**src/rtl/jk_seq_pkg.sv**
```systemverilog
// Shared types and the JK excitation function for the JK sequence driver.
package jk_seq_pkg;

  typedef enum logic [2:0] {
    IDLE  = 3'd0,
    INIT  = 3'd1,
    RUN   = 3'd2,
    DRAIN = 3'd3,
    FIN   = 3'd4
  } state_t;

  // Returns {j,k}. A JK flop can reach a new value by toggling or by an explicit set/reset.
  function automatic logic [1:0] jk_excite(input logic cur, input logic tgt,
                                           input logic use_toggle);
    if (cur == tgt) begin
      return 2'b00;
    end else if (use_toggle) begin
      return 2'b11;
    end else begin
      return {tgt, ~tgt};
    end
  endfunction

endpackage

```
**src/rtl/jk_excite_unit.sv**
```systemverilog
// Combinational JK excitation: the J/K pair that moves a JK flop from cur to tgt.
module jk_excite_unit
  import jk_seq_pkg::*;
#(
  parameter int USE_TOGGLE = 1
) (
  input  logic cur,
  input  logic tgt,
  output logic j,
  output logic k
);

  assign {j, k} = jk_excite(cur, tgt, USE_TOGGLE != 0);

endmodule

```
**src/rtl/jk_seq_driver.sv**
```systemverilog
// Drives a JK flip-flop through a handshaked stream of target Q bits.
// Define JK_SEQ_CHECK_EN to build the Q-reached-target checker (err/err_cnt).
module jk_seq_driver
  import jk_seq_pkg::*;
#(
  parameter int LEN_W      = 8,
  parameter int USE_TOGGLE = 1
) (
  input  logic             clk,
  input  logic             rst_n,
  input  logic             start,
  input  logic [LEN_W-1:0] len,
  input  logic             init_val,
  input  logic             tgt_valid,
  input  logic             tgt_bit,
  output logic             tgt_ready,
  input  logic             q_fb,
  output logic             j,
  output logic             k,
  output logic             set,
  output logic             busy,
  output logic             done,
  output logic             err,
  output logic [LEN_W-1:0] err_cnt
);

  state_t             state, state_nxt;
  logic [LEN_W-1:0]   len_q;
  logic [LEN_W-1:0]   cnt;
  logic [LEN_W-1:0]   last_idx;
  logic               init_q;
  logic               ex_j, ex_k;
  logic               accept;
  logic               start_acc;

  assign start_acc = (state == IDLE) && start;
  assign accept    = (state == RUN) && tgt_valid;
  assign last_idx  = len_q - LEN_W'(1);

  jk_excite_unit #(
    .USE_TOGGLE (USE_TOGGLE)
  ) u_excite (
    .cur (q_fb),
    .tgt (tgt_bit),
    .j   (ex_j),
    .k   (ex_k)
  );

  // NOTE: every output gets a default before the case so no path leaves one
  // unassigned; otherwise synthesis infers a latch to hold the old value.
  always_comb begin
    state_nxt = state;
    j         = 1'b0;
    k         = 1'b0;
    set       = 1'b0;
    tgt_ready = 1'b0;
    case (state)
      IDLE: begin
        if (start) begin
          state_nxt = (len == '0) ? FIN : INIT;
        end
      end
      INIT: begin
        if (init_q) begin
          set = 1'b1;
        end else begin
          k = 1'b1;
        end
        state_nxt = RUN;
      end
      RUN: begin
        tgt_ready = 1'b1;
        if (tgt_valid) begin
          j = ex_j;
          k = ex_k;
          if (cnt == last_idx) begin
            state_nxt = DRAIN;
          end
        end
      end
      DRAIN:   state_nxt = FIN;
      FIN:     state_nxt = IDLE;
      default: state_nxt = IDLE;
    endcase
  end

  // NOTE: registers use non-blocking assignments so every flop samples the
  // pre-edge values regardless of statement order.
  always_ff @(posedge clk or negedge rst_n) begin
    if (!rst_n) begin
      state  <= IDLE;
      len_q  <= '0;
      init_q <= 1'b0;
      cnt    <= '0;
      busy   <= 1'b0;
      done   <= 1'b0;
    end else begin
      state <= state_nxt;
      busy  <= (state_nxt != IDLE);
      done  <= (state_nxt == FIN);
      if (start_acc) begin
        len_q  <= len;
        init_q <= init_val;
        cnt    <= '0;
      end else if (accept) begin
        cnt <= cnt + LEN_W'(1);
      end
    end
  end

`ifdef JK_SEQ_CHECK_EN
  logic exp_q;
  logic chk_pend;

  // Each accepted bit is checked against q_fb on the cycle after its edge.
  always_ff @(posedge clk or negedge rst_n) begin
    if (!rst_n) begin
      exp_q    <= 1'b0;
      chk_pend <= 1'b0;
      err      <= 1'b0;
      err_cnt  <= '0;
    end else begin
      chk_pend <= accept;
      if (accept) begin
        exp_q <= tgt_bit;
      end
      if (start_acc) begin
        err     <= 1'b0;
        err_cnt <= '0;
      end else if (chk_pend && (state == RUN || state == DRAIN) && (q_fb != exp_q)) begin
        err <= 1'b1;
        if (err_cnt != '1) begin
          err_cnt <= err_cnt + LEN_W'(1);
        end
      end
    end
  end
`else
  assign err     = 1'b0;
  assign err_cnt = '0;
`endif

endmodule
```
**config.mk**
```make
export PLATFORM = sky130hd
export DESIGN_NAME = jk_seq_driver
export DESIGN_NICKNAME = d
export VERILOG_FILES = /design/src/rtl/jk_seq_pkg.sv /design/src/rtl/jk_excite_unit.sv /design/src/rtl/jk_seq_driver.sv
export SDC_FILE = /design/constraint.sdc
export NUM_CORES = 1
export LEC_CHECK = 0
export CAP_MARGIN = 20
export CORE_ASPECT_RATIO = 1.5
export CORE_MARGIN = 2
export CORE_UTILIZATION = 40
export CTS_CLUSTER_SIZE = 25
export DETAILED_ROUTE_END_ITERATION = 8
export GPL_TIMING_DRIVEN = 0
export HOLD_SLACK_MARGIN = 0.02
export PLACE_DENSITY = 0.78
export SYNTH_ARGS = -nofsm -noshare
export SYNTH_HDL_FRONTEND = slang
export SYNTH_SLANG_ARGS = --single-unit
```
**constraint.sdc**
```tcl
create_clock -name clk -period 2.2 [get_ports clk]
set_input_delay 0.44 -clock clk [delete_from_list [all_inputs] [get_ports clk]]
set_output_delay 0.44 -clock clk [all_outputs]
set_load 0.005 [all_outputs]
```
==> flow_metrics.env, run 1 <==
export IMPL_dp_slack_ns=-0.232
export IMPL_die_y_um=73.5
export IMPL_synth_top_area_cell="dfrtp_1"
export IMPL_postLayoutCoreUtil=0.521
export IMPL_cts_path_max_buffers=2
export IMPL_p_int_mw=1.11
export IMPL_period_needed_ns=2.12
export IMPL_grt_overflow_total=0
export IMPL_cpPeakStageDelay_ns=0.40
export IMPL_synth_seq_cells=22
export IMPL_grt_pass1_wl_um=4400
export IMPL_wirelength_um=2620
export IMPL_die_w_um=50.3
export IMPL_maxCapViolCount=0
export IMPL_cp_slowest_cell="clkdlybuf4s50_1"
export IMPL_synth_main_ff_cell="dfrtp_1"
export IMPL_synth_distinct_cells=31
export IMPL_synth_edff_count=0
export IMPL_h_tree_depth=1
export IMPL_clk_pin_slew_ns=0.08
export IMPL_hold_class="reg2reg"
export IMPL_drt_iter0_drc=25
export IMPL_p_seq_frac=0.376
export IMPL_clock_sinks=22
export IMPL_cts_made_buffers=3
export IMPL_synth_mux_area_frac=0.0768
export IMPL_grt_max_degree=23
export IMPL_final_cell_count_no_fill=206
export IMPL_p_leak_nw=0.749
export IMPL_synth_avg_cell_area_sq_um=9.67
export IMPL_drcViolationCount=0
export IMPL_cp_max_fo=2
export IMPL_num_vias=1002
export IMPL_viasPerCell=4.86
export IMPL_synthXorXnorAreaFrac=0.129
export IMPL_core_rowCount=25
export IMPL_synth_fa_ha_area_frac=0.0195
export IMPL_cts_root_buf="clkbuf_8"
export IMPL_p_switching_mw=0.635
export IMPL_detail_route_antenna_nets=0
export IMPL_cp_end_kind="output pin"
export IMPL_synth_top_area_frac=0.428
export IMPL_grtUsageTotal=0.154
export IMPL_setup_viol=0
export IMPL_clkPwrFrac=0.168
export IMPL_fillCellCount=287
export IMPL_path_buf_inv=3
export IMPL_syn2layout_area_growth_pct=26.8
export IMPL_path_class="in2out"
export IMPL_fin_tns_setup_ns=0
export IMPL_critical_path_required_ns=1.76
export IMPL_netlist_area_sq_um=1290
export IMPL_yosysWarnings=0
export IMPL_initial_core_util=0.411
export IMPL_stdcell_area_sq_um=1630
export IMPL_dpl_hpwl_um=2070
export IMPL_gp_congestion=0.916
export IMPL_synth_top_family_by_area="simple AND/OR/NAND/NOR gates"
export IMPL_ys_seq_area_frac=0.428
export IMPL_swShare=0.364
export IMPL_cts_tree="built"
export IMPL_num_antenna_cells=0
export IMPL_firstDrtPassIters=3
export IMPL_ys_async_sr_fraction=1.00
export IMPL_cp_cell_sequence="clkdlybuf4s50_1 -> and4bb_1 -> buf_6 -> and2_1 -> o21bai_1 -> dlygate4sd2_1"
export IMPL_crit_family="buffers and inverters"
export IMPL_wl_per_cell_um=12.7
export IMPL_power_density_nw_per_um2=1070
export IMPL_numPortBuffers=20
export IMPL_max_freq_mhz=472
export IMPL_hold_buffers=0
export IMPL_rsz0062_at_grt="no"
export IMPL_yosys_area_share_simple=0.207
export IMPL_startpoint_type="primary input"
export IMPL_worst_slack_ns=0.0814
export IMPL_multi_input_area_sq_um=652
export IMPL_core_area_sq_um=3130
export IMPL_combPwrFrac=0.456
export IMPL_worst_clock_skew_ns=0.00290
export IMPL_dp_cells=201
export IMPL_finalNetCount=184
export IMPL_dpl_instance_area_sq_um=1570
export IMPL_hold_viol_final=0
export IMPL_whs_ns=0.517
export IMPL_arrival_ns=1.68
export IMPL_seqCellArea_sq_um=551
export IMPL_ir_drop_v=0.000383
export IMPL_post_route_period_util=0.963
export IMPL_power_total_mw=1.74
export IMPL_slew_headroom=0.349
export IMPL_grt_pass1_vias=1116
export IMPL_layout_drive_gt1_share=0.157
export IMPL_synth_compound_area_frac=0.0477
export IMPL_num_io_pins=30
export IMPL_synthTopCellsByArea="dfrtp_1 (43%), xor2_1 (7.5%), buf_4 (5.8%)"
export IMPL_run_status="completed"
export IMPL_slew_viol_final=0
export IMPL_die_area_sq_um=3690
export IMPL_synthCells=133
export IMPL_antenna_found_initial=0
export IMPL_clock_latency_ns=0.26
export IMPL_worst_slew_pin_slew_ns=0.973
==> flip-flops by register name, summed over array words and instances (netlist names) <==
name	flops
init_q	1
len_q	8
state	3
busy	1
cnt	8
done	1
==> worst paths after layout <==
path                                            from              endpoint  slack [ns]  cells after the start
worst min register to register  len_q[7]$_DFFE_PN0P_  len_q[7]$_DFFE_PN0P_        0.52                      1
worst max register to register  len_q[0]$_DFFE_PN0P_    state[0]$_DFF_PN0_        0.39                      7
worst max-delay path                       tgt_valid                     k        0.08                      6
worst min-delay path            len_q[7]$_DFFE_PN0P_  len_q[7]$_DFFE_PN0P_        0.52                      1
max in group asynchronous                      rst_n    cnt[4]$_DFFE_PN0P_        0.90                      1
min in group asynchronous                      rst_n  len_q[0]$_DFFE_PN0P_        0.71                      1
==> routing by layer <==
metal	GRT usage	part of all wire
met5	0	0
met4	0.0931	0.031
met1	0.149	0.39
met2	0.295	0.53
met3	0.0244	0.041
==> layout make-up <==
type | count | area share
Inverter | 2 | 0.00460
Tap cell | 40 | 0.0307
Sequential cell | 22 | 0.338
Clock buffer | 4 | 0.0338
Multi-Input combinational cell | 100 | 0.400
Buffer | 17 | 0.0675
Timing Repair Buffer | 21 | 0.126
==> layout by cell type, fill, tap and decap left out, types with 5 or more instances in the layout <==
cell              n
dfrtp_1          22
clkdlybuf4s50_1  18
nor2_1           16
xor2_1           11
buf_4            10
conb_1            9
xnor2_1           8
nand2_1           7
nor3_1            7
mux2_2            6
o21ai_0           5
==> power by group through the flow <==
stage	clock (mW)	sequential (mW)	combinational (mW)
floorplan	0	0.630	0.572
global placement	0	0.652	0.750
detailed placement	0	0.662	0.789
CTS	0.293	0.655	0.797
global route	0.311	0.676	0.880
finish	0.293	0.656	0.794
==> synth_stat cells (3+ instances only) <==
library cell	instances
o21ai_0	5
nor2_1	16
nand4_1	4
buf_2	4
xnor2_1	8
nor3_1	7
clkbuf_1	3
buf_4	10
xor2_1	11
nand2b_1	3
dfrtp_1	22
nand3_1	3
mux2_2	6
nor4_1	3
nand2_1	7
==> worst register-to-register path: cells and delay by family (launching register included) <==
family / cells / cell delay (ns)
AO/OA/AOI/OAI: 2 / 0.41
XOR/XNOR: 1 / 0.16
adder cells (fa/ha/maj): 1 / 0.29
AND/OR/NAND/NOR: 2 / 0.26
buffers and inverters: 1 / 0.10
flip-flops: 1 / 0.48
==> repair_timing <==
item	CTS	global route
setup endpoints to repair	2	0
gates resized for setup	3	0
buffers inserted	1	0
==> cells by family (layout without fill, tap and decap cells) <==
| logic type | Yosys count | count (layout) |
|---|---|---|
| XOR/XNOR | 19 | 19 |
| AND/OR/NAND/NOR | 51 | 51 |
| flip-flops | 22 | 22 |
| AO/OA/AOI/OAI | 10 | 10 |
| other | 1 | 9 |
| adder cells (fa/ha/maj) | 2 | 2 |
| buffers and inverters | 19 | 44 |
| multiplexers | 9 | 9 |
(Power assumes the default switching activity.)
==> run 2, diff against run 1 <==
--- a/config.mk
+++ b/config.mk
@@ -9,6 +9,7 @@
 export CORE_ASPECT_RATIO = 1.5
 export CORE_MARGIN = 2
 export CORE_UTILIZATION = 40
+export CTS_BUF_LIST = sky130_fd_sc_hd__clkbuf_4 sky130_fd_sc_hd__clkbuf_8 sky130_fd_sc_hd__clkbuf_16
 export CTS_CLUSTER_SIZE = 25
 export DETAILED_ROUTE_END_ITERATION = 8
 export GPL_TIMING_DRIVEN = 0
==> results of run 2 <==
Final layout, timing and power as in run 1 (identical DEF).
